===== src/rtl/cc_tag_seq_if.sv =====
// Sequencer bus for the I-cache tag write port: L2 fill/invalidate requests,
// the shared tag write port toward the ways, and the expunge return path to L2.
interface cc_tag_seq_if #(
  parameter int unsigned WAYS = 8
);
  localparam int unsigned LA_W = 37;

  logic                 fill_valid;
  logic                 fill_ready;
  logic [LA_W-1:0]      fill_addr;
  logic                 inv_valid;
  logic                 inv_ready;
  logic [LA_W-1:0]      inv_addr;
  logic                 init_req;

  logic [LA_W-1:0]      tag_phys_addr;
  logic                 tag_wen;
  logic                 tag_invalidate;
  logic                 tag_init;
  logic [WAYS-1:0]      tag_write_hit;
  logic [WAYS-1:0]      tag_exp_en;
  logic [WAYS*LA_W-1:0] tag_expun_addr;

  logic                 exp_valid;
  logic                 exp_ready;
  logic [LA_W-1:0]      exp_addr;
  logic                 busy;
  logic                 multi_hit;

  // master: L2 side plus the tag ways; slave: the sequencer
  modport master (
    output fill_valid, fill_addr, inv_valid, inv_addr, init_req,
           tag_write_hit, tag_exp_en, tag_expun_addr, exp_ready,
    input  fill_ready, inv_ready, tag_phys_addr, tag_wen, tag_invalidate,
           tag_init, exp_valid, exp_addr, busy, multi_hit
  );

  modport slave (
    input  fill_valid, fill_addr, inv_valid, inv_addr, init_req,
           tag_write_hit, tag_exp_en, tag_expun_addr, exp_ready,
    output fill_ready, inv_ready, tag_phys_addr, tag_wen, tag_invalidate,
           tag_init, exp_valid, exp_addr, busy, multi_hit
  );
endinterface


===== src/rtl/cc_tag_seq.sv =====
// Tag-way write sequencer: init sweep, fill/invalidate arbitration, expunge FIFO to L2.
// Optional feature: define CC_TAG_SEQ_MULTIHIT_EN to build the sticky multi-hit checker.
module cc_tag_seq #(
  parameter int unsigned WAYS       = 8,
  parameter int unsigned ADDR_WIDTH = 7,
  parameter int unsigned EXP_DEPTH  = 4
) (
  input logic         clk,
  input logic         rst,
  cc_tag_seq_if.slave bus
);
  localparam int unsigned LA_W  = 37;
  localparam int unsigned PTR_W = (EXP_DEPTH > 1) ? $clog2(EXP_DEPTH) : 1;
  localparam int unsigned CNT_W = PTR_W + 1;
  localparam logic [ADDR_WIDTH-1:0] IDX_LAST = '1;

  typedef enum logic [2:0] {ST_INIT, ST_DRAIN, ST_IDLE, ST_ISSUE, ST_RESP} state_t;

  state_t                state, state_n;
  logic [ADDR_WIDTH-1:0] idx, idx_n;
  logic [1:0]            drain_cnt, drain_cnt_n;
  logic                  init_pending, init_pending_n;

  logic [LA_W-1:0]       tag_phys_addr_q, tag_phys_addr_n;
  logic                  tag_wen_q, tag_wen_n;
  logic                  tag_inv_q, tag_inv_n;
  logic                  tag_init_q, tag_init_n;
  logic                  busy_q;

  logic [LA_W-1:0]       fifo_mem [EXP_DEPTH];
  logic [PTR_W-1:0]      wr_ptr, rd_ptr, rd_ptr_n;
  logic [CNT_W-1:0]      fifo_cnt, fifo_cnt_n;
  logic                  exp_valid_q;
  logic [LA_W-1:0]       exp_addr_q, exp_addr_n;

  logic                  push, pop;
  logic [LA_W-1:0]       push_addr;
  logic                  can_accept_c, inv_acc, fill_acc;

  // Request readies are combinational so a request can be taken the cycle IDLE is reached
  assign can_accept_c  = (state == ST_IDLE) && !init_pending && (fifo_cnt < CNT_W'(EXP_DEPTH));
  assign bus.inv_ready  = can_accept_c;
  assign bus.fill_ready = can_accept_c && !bus.inv_valid;
  assign inv_acc        = bus.inv_valid && can_accept_c;
  assign fill_acc       = bus.fill_valid && can_accept_c && !bus.inv_valid;
  assign pop            = exp_valid_q && bus.exp_ready;

  // Lowest-indexed way with an expunge wins
  always_comb begin
    push_addr = '0;
    for (int i = int'(WAYS) - 1; i >= 0; i--) begin
      if (bus.tag_exp_en[i]) push_addr = bus.tag_expun_addr[i*LA_W +: LA_W];
    end
  end

  // Next state and next values of the registered tag-port outputs
  always_comb begin
    state_n         = state;
    idx_n           = idx;
    drain_cnt_n     = drain_cnt;
    init_pending_n  = init_pending;
    tag_phys_addr_n = tag_phys_addr_q;
    tag_wen_n       = 1'b0;
    tag_inv_n       = 1'b0;
    tag_init_n      = 1'b0;
    push            = 1'b0;

    if (bus.init_req && (state != ST_INIT) && (state != ST_DRAIN)) init_pending_n = 1'b1;

    unique case (state)
      ST_INIT: begin
        tag_init_n = 1'b1;
        if (bus.init_req) begin
          tag_phys_addr_n = '0;
          idx_n           = ADDR_WIDTH'(1);
        end else begin
          tag_phys_addr_n = LA_W'(idx);
          if (idx == IDX_LAST) begin
            state_n     = ST_DRAIN;
            drain_cnt_n = '0;
          end else begin
            idx_n = idx + ADDR_WIDTH'(1);
          end
        end
      end
      // DRAIN is entered as the last index is issued, so three counts give two quiet output cycles
      ST_DRAIN: begin
        if (bus.init_req) begin
          state_n = ST_INIT;
          idx_n   = '0;
        end else if (drain_cnt == 2'd2) begin
          state_n = ST_IDLE;
        end else begin
          drain_cnt_n = drain_cnt + 2'd1;
        end
      end
      ST_IDLE: begin
        if (init_pending) begin
          state_n        = ST_INIT;
          idx_n          = '0;
          init_pending_n = 1'b0;
        end else if (inv_acc) begin
          state_n         = ST_ISSUE;
          tag_inv_n       = 1'b1;
          tag_phys_addr_n = bus.inv_addr;
        end else if (fill_acc) begin
          state_n         = ST_ISSUE;
          tag_wen_n       = 1'b1;
          tag_phys_addr_n = bus.fill_addr;
        end
      end
      ST_ISSUE: state_n = ST_RESP;
      ST_RESP: begin
        push    = |bus.tag_exp_en;
        state_n = ST_IDLE;
      end
      default: state_n = ST_INIT;
    endcase
  end

  // FIFO bookkeeping; the head is registered so exp_addr stays stable until popped
  always_comb begin
    rd_ptr_n = pop ? rd_ptr + PTR_W'(1) : rd_ptr;
    case ({push, pop})
      2'b10:   fifo_cnt_n = fifo_cnt + CNT_W'(1);
      2'b01:   fifo_cnt_n = fifo_cnt - CNT_W'(1);
      default: fifo_cnt_n = fifo_cnt;
    endcase
    if (fifo_cnt_n == '0)                 exp_addr_n = exp_addr_q;
    else if (push && (rd_ptr_n == wr_ptr)) exp_addr_n = push_addr;
    else                                  exp_addr_n = fifo_mem[rd_ptr_n];
  end

  always_ff @(posedge clk or negedge rst) begin
    if (!rst) begin
      state           <= ST_INIT;
      idx             <= '0;
      drain_cnt       <= '0;
      init_pending    <= 1'b0;
      tag_phys_addr_q <= '0;
      tag_wen_q       <= 1'b0;
      tag_inv_q       <= 1'b0;
      tag_init_q      <= 1'b0;
      busy_q          <= 1'b1;
      wr_ptr          <= '0;
      rd_ptr          <= '0;
      fifo_cnt        <= '0;
      exp_valid_q     <= 1'b0;
      exp_addr_q      <= '0;
    end else begin
      state           <= state_n;
      idx             <= idx_n;
      drain_cnt       <= drain_cnt_n;
      init_pending    <= init_pending_n;
      tag_phys_addr_q <= tag_phys_addr_n;
      tag_wen_q       <= tag_wen_n;
      tag_inv_q       <= tag_inv_n;
      tag_init_q      <= tag_init_n;
      busy_q          <= (state_n != ST_IDLE);
      if (push) wr_ptr <= wr_ptr + PTR_W'(1);
      rd_ptr          <= rd_ptr_n;
      fifo_cnt        <= fifo_cnt_n;
      exp_valid_q     <= (fifo_cnt_n != '0);
      exp_addr_q      <= exp_addr_n;
    end
  end

  always_ff @(posedge clk) begin
    if (push) fifo_mem[wr_ptr] <= push_addr;
  end

`ifdef CC_TAG_SEQ_MULTIHIT_EN
  logic multi_hit_q;

  // Two ways claiming the same line is a tag-array corruption; remember it until reset
  always_ff @(posedge clk or negedge rst) begin
    if (!rst) begin
      multi_hit_q <= 1'b0;
    end else if ((state == ST_RESP) &&
                 ((bus.tag_write_hit & (bus.tag_write_hit - WAYS'(1))) != '0)) begin
      multi_hit_q <= 1'b1;
    end
  end

  assign bus.multi_hit = multi_hit_q;
`else
  assign bus.multi_hit = 1'b0;
`endif

  assign bus.tag_phys_addr  = tag_phys_addr_q;
  assign bus.tag_wen        = tag_wen_q;
  assign bus.tag_invalidate = tag_inv_q;
  assign bus.tag_init       = tag_init_q;
  assign bus.busy           = busy_q;
  assign bus.exp_valid      = exp_valid_q;
  assign bus.exp_addr       = exp_addr_q;
endmodule


===== src/flat_wrapper.sv =====
// flat-port wrapper written by rule: the top's interface ports become plain ports
module cc_tag_seq_flat 
#(
  parameter int unsigned WAYS       = 8,
  parameter int unsigned ADDR_WIDTH = 7,
  parameter int unsigned EXP_DEPTH  = 4
)
  (clk, rst, bus_fill_valid, bus_fill_addr, bus_inv_valid, bus_inv_addr, bus_init_req, bus_tag_write_hit, bus_tag_exp_en, bus_tag_expun_addr, bus_exp_ready, bus_fill_ready, bus_inv_ready, bus_tag_phys_addr, bus_tag_wen, bus_tag_invalidate, bus_tag_init, bus_exp_valid, bus_exp_addr, bus_busy, bus_multi_hit);
  cc_tag_seq_if #(.WAYS(WAYS)) bus_i ();
  input logic clk;
  input logic rst;
  input wire logic [$bits(bus_i.fill_valid)-1:0] bus_fill_valid;
  input wire logic [$bits(bus_i.fill_addr)-1:0] bus_fill_addr;
  input wire logic [$bits(bus_i.inv_valid)-1:0] bus_inv_valid;
  input wire logic [$bits(bus_i.inv_addr)-1:0] bus_inv_addr;
  input wire logic [$bits(bus_i.init_req)-1:0] bus_init_req;
  input wire logic [$bits(bus_i.tag_write_hit)-1:0] bus_tag_write_hit;
  input wire logic [$bits(bus_i.tag_exp_en)-1:0] bus_tag_exp_en;
  input wire logic [$bits(bus_i.tag_expun_addr)-1:0] bus_tag_expun_addr;
  input wire logic [$bits(bus_i.exp_ready)-1:0] bus_exp_ready;
  output wire logic [$bits(bus_i.fill_ready)-1:0] bus_fill_ready;
  output wire logic [$bits(bus_i.inv_ready)-1:0] bus_inv_ready;
  output wire logic [$bits(bus_i.tag_phys_addr)-1:0] bus_tag_phys_addr;
  output wire logic [$bits(bus_i.tag_wen)-1:0] bus_tag_wen;
  output wire logic [$bits(bus_i.tag_invalidate)-1:0] bus_tag_invalidate;
  output wire logic [$bits(bus_i.tag_init)-1:0] bus_tag_init;
  output wire logic [$bits(bus_i.exp_valid)-1:0] bus_exp_valid;
  output wire logic [$bits(bus_i.exp_addr)-1:0] bus_exp_addr;
  output wire logic [$bits(bus_i.busy)-1:0] bus_busy;
  output wire logic [$bits(bus_i.multi_hit)-1:0] bus_multi_hit;
  assign bus_i.fill_valid = bus_fill_valid;
  assign bus_i.fill_addr = bus_fill_addr;
  assign bus_i.inv_valid = bus_inv_valid;
  assign bus_i.inv_addr = bus_inv_addr;
  assign bus_i.init_req = bus_init_req;
  assign bus_i.tag_write_hit = bus_tag_write_hit;
  assign bus_i.tag_exp_en = bus_tag_exp_en;
  assign bus_i.tag_expun_addr = bus_tag_expun_addr;
  assign bus_i.exp_ready = bus_exp_ready;
  assign bus_fill_ready = bus_i.fill_ready;
  assign bus_inv_ready = bus_i.inv_ready;
  assign bus_tag_phys_addr = bus_i.tag_phys_addr;
  assign bus_tag_wen = bus_i.tag_wen;
  assign bus_tag_invalidate = bus_i.tag_invalidate;
  assign bus_tag_init = bus_i.tag_init;
  assign bus_exp_valid = bus_i.exp_valid;
  assign bus_exp_addr = bus_i.exp_addr;
  assign bus_busy = bus_i.busy;
  assign bus_multi_hit = bus_i.multi_hit;
  cc_tag_seq #(.WAYS(WAYS), .ADDR_WIDTH(ADDR_WIDTH), .EXP_DEPTH(EXP_DEPTH)) u_core (.clk(clk), .rst(rst), .bus(bus_i));
endmodule

===== config.mk =====
export PLATFORM = sky130hd
export DESIGN_NAME = cc_tag_seq_flat
export DESIGN_NICKNAME = d
export VERILOG_FILES = /design/src/rtl/cc_tag_seq_if.sv /design/src/rtl/cc_tag_seq.sv /design/src/flat_wrapper.sv
export SDC_FILE = /design/constraint.sdc
export NUM_CORES = 1
export LEC_CHECK = 0
export CORE_AREA = 2 2 184 186
export CTS_BUF_LIST = sky130_fd_sc_hd__clkbuf_4
export DETAILED_ROUTE_END_ITERATION = 12
export DIE_AREA = 0 0 186 188
export PLACE_DENSITY = 0.78
export SETUP_SLACK_MARGIN = 0.02
export SYNTH_ARGS = -nofsm -noshare
export SYNTH_HDL_FRONTEND = slang
export SYNTH_SLANG_ARGS = --single-unit

===== constraint.sdc =====
create_clock -name clk -period 2.84 [get_ports clk]
set_clock_uncertainty 0.15 [all_clocks]
set_input_delay 0.71 -clock clk [delete_from_list [all_inputs] [get_ports clk]]
set_output_delay 0.71 -clock clk [all_outputs]
set_load 0.005 [all_outputs]

Word level (Yosys, flattened, before mapping)
Memories as Yosys holds them, arrays and structs flattened. A register that Yosys moved wholly into a read port is not among the register bits.
Index checks and enable logic that the tools add are counted.
- logic and storage cells: 111
- memory bits (writable): 148
- input port bits: 392
- memories kept: 1
- bits in registers: 62
- output and inout port bits: 82
- equality and inequality tests: 19
- reduce and logical (&&, ||, !) cells: 24
- order comparisons: 1
- $add $sub $neg: 6
- muxes and demuxes: 47
- memory list (name ; words ; bits a word ; rd ports ; clocked after Yosys merged registers in ; wr ports ; RTL line ; source):
    u_core.fifo_mem ; 4 ; 37 ; 1 ; 1 ; 1 ; cc_tag_seq.sv:30 ; logic [LA_W-1:0] fifo_mem [EXP_DEPTH];
- operators by type and width (kind ; count):
    37-bit 2-to-1 mux ; 11
    37-bit case mux with 2 select lines ; 1
    7-bit 2-to-1 mux ; 5
    3-bit 2-to-1 mux ; 7
    7-bit case mux with 3 select lines ; 1
    3-bit case mux with 5 select lines ; 1
    1-bit 2-to-1 mux ; 14
    2-bit 2-to-1 mux ; 5
    2-bit inequality test (second input constant) ; 5
    1-bit logical AND ; 9
    3-bit nonzero test ; 3
    8-bit OR reduction ; 1
    7-bit by 1-bit adder with 7-bit output (second input constant) ; 1
    7-bit == test (second input constant) ; 1
    2-bit by 1-bit adder with 2-bit output (second input constant) ; 3
    3-bit by 2-bit == test with 1-bit output (second input constant) ; 2
    3-bit logical NOT ; 2
    3-bit by 1-bit inequality test with 1-bit output (second input constant) ; 2
    3-bit case mux with 2 select lines ; 1
    5-bit AND reduction ; 1
    2-bit == test (second input constant) ; 2
    1-bit logical NOT ; 4
    2-bit by 1-bit inequality test with 1-bit output (second input constant) ; 2
    2-bit case mux with 2 select lines ; 1
    11 further kinds ; 12

Depth between registers and ports, before layout
- word-level depth: 10
- gate-level depth with buffers: 16
- mapped depth without buffers: 12

Worst setup path after synthesis
Ideal clock, no wire load.
- kind: input-to-reg
- start point: in bus_tag_exp_en[3]
- end point: reg u_core.exp_addr_q[13] (netlist: u_core.bus.exp_addr[13]), read port of u_core.fifo_mem
- data required time: 2549 ps
- setup time: 141 ps
- path buffers: 3
- arrival: 3639 ps
- slack: -1090 ps
- stages on the path: 15
- cell sequence: or4_1 > o311a_1 > buf_6 > inv_1 > ha_1 > inv_1 > fa_1 > xor2_1 > o21a_1 > nor4_4 > inv_1 > buf_2 > clkbuf_1 > nor2_1 > a31oi_1
- word-level cells in the longest chain between the ends: 6
- elaborated cells between the ends (all ways): 7
- those cells by class: 2 x eq/ne; 2 x mux; 3 x reduce/logical
- RTL lines (item ; RTL line ; source):
    start: declaration ; flat_wrapper.sv:18 ; input wire logic [$bits(bus_i.tag_exp_en)-1:0] bus_tag_exp_en;
    8-bit OR reduction (*) ; cc_tag_seq.sv:114 ; push = |bus.tag_exp_en;
    1-bit 2-to-1 mux (*) ; cc_tag_seq.sv:70 ; unique case (state)
    2-bit by 1-bit == test with 1-bit output or 2-bit == test (tied branches) ; cc_tag_seq.sv:124 ; case ({push, pop})
    3-bit case mux with 2 select lines (*) ; cc_tag_seq.sv:124 ;
    3-bit logical NOT (*) ; cc_tag_seq.sv:129 ; if (fifo_cnt_n == '0) exp_addr_n = exp_addr_q;
    1-bit logical NOT (no source line) (*) ; -- ;
    end: declaration ; cc_tag_seq.sv:34 ; logic [LA_W-1:0] exp_addr_q, exp_addr_n;
Mark *: on every way between the ends. The rest lies on a longest branch, timed or not.
A chain may end at the register's enable or synchronous reset.

Final worst setup path
- start point: in bus_tag_exp_en[3]
- end point: reg u_core.exp_addr_q[27] (netlist: u_core.bus.exp_addr[27]), read port of u_core.fifo_mem
Same word-level chain as after synthesis.

==> parameters.txt <==
Parameter                              Value

Clock tree
  Clock tree from TritonCTS    built
  CTS Buf Count    between 60 and 70
  Clock root buffer    sky130_fd_sc_hd__clkbuf_4
  Clock sink count    about 250
  Total number of H-tree levels    3
  Worst-Skew Late Latency    670 ps
  Maximum buffer depth of the clock tree    3
  Clock transition at the registers of the reported paths    approximately 60 ps

Timing
  Final hold slack    329 ps
  Count of pins over their slew limit    0
  Final Critical Period    3180 ps
  Fmax    approximately 0.31 GHz
  Period utilisation layout    1.12
  Crit path setup slack, layout    -336 ps
  Worst-case headroom to the max-slew limit    0.427
  Unrepaired setup endpoints after global routing    yes
  Final setup violation count    38
  Final hold vios    0
  Actual transition at the worst max-transition pin    860 ps

Job
  Max-capacitance violation count    0

Drt
  Overall via count from detail_route    between 10,000 and 15,000
  Residual antenna-violating net count after detailed routing    0
  Iteration-0 DRC count of the detailed router    1,321
  Post-DR wirelength/cell    23.0 um
  Drc violations    0
  Drt via density    6.06
  Drt total wl    54,300 um
  Count of TritonRoute iterations in the first routing pass    6

Setup path
  Crit path arrival time    3530 ps
  Type of origin of the critical path    input port
  Delay contributed by the slowest stage of the critical path    570 ps
  Slowest-stage cell, CP    sky130_fd_sc_hd__or4_4
  Critical Path Source    bus_tag_exp_en[3]
  Worst R2R Start    u_core.state[0]
  Required time of the critical path    3190 ps
  Setup Crit Path Kind    input port to flop
  Max Fanout on Critical Path    8
  Crit end category    flop
  Critical path cell sequence    buf_6, or4_4, o311a_4, inv_4, ha_4, inv_2, fa_2, xor2_2, o21a_1, nor4_4, bufinv_8, buf_12, nor2_4, a31oi_1

Global route
  First-pass GRT wire length    about 80,000 um
  Maximum number of pins on one net before global-route repair    107
  Overflow after GRT    0
  Number of global-route vias before repair    14,300
  Total routing resource utilization after global routing    0.298
  Antenna violations before repair    5

Floorplanning
  Die Footprint    35,000 um2
  Die Wd    186 um
  Placement Rows    67
  Core outline area    33,100 um2
  Die Y-Extent    between 150 and 200 um
  # IOs    474
  Starting density of the core    0.422

Layout
  Leading cell type in the layout, fill and taps excluded    sky130_fd_sc_hd__clkdlybuf4s50_1
  Commonest cells after routing, fill and taps aside    sky130_fd_sc_hd__clkdlybuf4s50_1 (453), sky130_fd_sc_hd__edfxtp_1 (148), sky130_fd_sc_hd__o21ai_0 (116)
  Non-filler instance count after layout    2,356
  Final std cell area, no fill    21,100 um2
  Signed area change from the synthesized netlist to the final layout    51.0%
  Area of the multi-input gates    6690 um2
  FF+latch area    6930 um2
  Total number of nets in the final design    2,254
  Fraction of layout instances using a drive strength above 1    0.193
  Filler Cells Inserted    roughly 2,600

Place
  Post-placement cell area    19,700 um2
  # placed instances    around 2,200
  Setup slack at placement    -1220 ps
  Half-perimeter wire length after placement    a little under 40,000 um
  Port bufs    464
  Gpl congestion    0.932

Worst hold path
  Start point of the worst hold path    u_core.bus.tag_phys_addr[3]
  Worst min-delay path class    flop to flop

Synthesis
  Total standard cell area after synthesis    14,000 um2
  Count of different cell masters after synthesis    51
  Post-synthesis area per instance    10.4 um2
  Number of enable flip-flop cells after synthesis    148
  Top cells by area, synth    sky130_fd_sc_hd__edfxtp_1 (32%), sky130_fd_sc_hd__dfrtp_1 (18%), sky130_fd_sc_hd__o21ai_0 (4.2%)
  Synthesized instance count    1,340
  Post-synthesis net count    1,740
  Leading area contributor after synthesis    sky130_fd_sc_hd__edfxtp_1
  Total number of yosys warnings    0
  Fraction of registers with async set or reset after synthesis    0.401
  Area share of the leading cell type in the synthesized netlist    0.318
  Share of the yosys chip area belonging to registers    0.495
  Seq cells post-synth    247
  Predominant post-synthesis flop cell    sky130_fd_sc_hd__edfxtp_1

Status
  Status    complete, but fails checks
  Violated checks    setup timing

Power
  VDD IR max    about 530 uV
  Power density over cell area    669 nW/um2
  LEAKAGE    7.72 nW
-- logic make-up after synthesis --
group,after synthesis,synth area share
xor gates and xnor gates,7,0.00438
muxes,82,0.0630
and+or+nand+nor,305,0.113
adders and majority gates,8,0.00769
buffers and inverters,167,0.0511
other,1,0.000268
AOI/OAI and AO/OA,523,0.266
DFF,247,0.495
-- state kept, by name, summed over array words and instances (netlist names) --
signal                     count
u_core.bus.busy                1
u_core.bus.exp_addr           37
u_core.bus.exp_valid           1
u_core.bus.tag_init            1
u_core.bus.tag_invalidate      1
u_core.bus.tag_phys_addr      37
u_core.bus.tag_wen             1
u_core.drain_cnt               2
u_core.fifo_cnt                3
u_core.fifo_mem              148
u_core.idx                     7
u_core.init_pending            1
u_core.rd_ptr                  2
u_core.state                   3
u_core.wr_ptr                  2
-- cells in the mapped netlist (all sizes together), types with 42 or more instances --
| cell type | n |
|---|---|
| mux2 | 48 |
| nor2 | 42 |
| o21ai | 118 |
| nand2 | 74 |
| nor3b | 44 |
| nor3 | 71 |
| o211ai | 56 |
| edfxtp | 148 |
| o221ai | 46 |
| clkbuf | 97 |
| o22ai | 65 |
| dfrtp | 98 |
-- report_power, final --
part / switching (W) / internal [W]
registers: 0.000478 / 0.00425
logic: 0.00299 / 0.00297
clock network: 0.00153 / 0.00191
-- critical path, delay by kind of cell --
kind	cells	cell delay, ps
compound gates	3	630
xor+xnor	1	200
fa+ha+maj	2	470
buf+inv	5	630
simple gates	3	850
-- through the flow --
step,util,power (W),TNS [ps]
3_3_place_gp,0.594,0.00959,-83770
5_1_grt,0.638,0.0147,-10760
6_report,0.638,0.0141,-9840
3_5_place_dp,0.594,0.00977,-91920
4_1_cts,0.634,0.0139,-5200
2_1_floorplan,-,0.00744,-33980
-- cell type report --
type | instances | area share
Clock buffer | 95 | 0.0338
Sequential cell | 247 | 0.328
Clock inverter | 22 | 0.00948
Multi-Input combinational cell | 926 | 0.317
Timing Repair Buffer | 578 | 0.278
Inverter | 35 | 0.00699
Tap cell | 448 | 0.0265
Antenna cell | 5 | 0.000593
-- repair_timing --
action / CTS / global route
resized for setup: 81 / 16
buffers inserted: 7 / 5
endpoints found under the setup margin: 41 / 39
endpoints found under the hold margin: 30 / 0
hold buffers: 1 / 0
pin swaps: 2 / 8
gates cloned: 4 / 0
-- layer usage --
metal / part of all wire / routed length [um] / global-route usage / up-vias
met1: 0.37 / 20200 / 0.356 / 6897
met5: 0 / 0 / 0 / -
met2: 0.50 / 26900 / 0.514 / 911
met3: 0.10 / 5520 / 0.0647 / 110
met4: 0.030 / 1650 / 0.127 / 0
li1: - / - / - / 6361
-- final timing paths --
check / cells past startpoint / to / slack (ps)
worst min register to register: 2 / u_core.bus.tag_phys_addr[3] / 330
worst min-delay path: 2 / u_core.bus.tag_phys_addr[3] / 330
max in group asynchronous: 3 / u_core.bus.tag_phys_addr[35] / 1320
worst max-delay path: 14 / u_core.bus.exp_addr[27] / -340
worst max register to register: 12 / u_core.bus.exp_addr[24] / -110
min in group asynchronous: 2 / u_core.bus.tag_init / 420
Note: power is estimated with default switching activity, not from simulation.
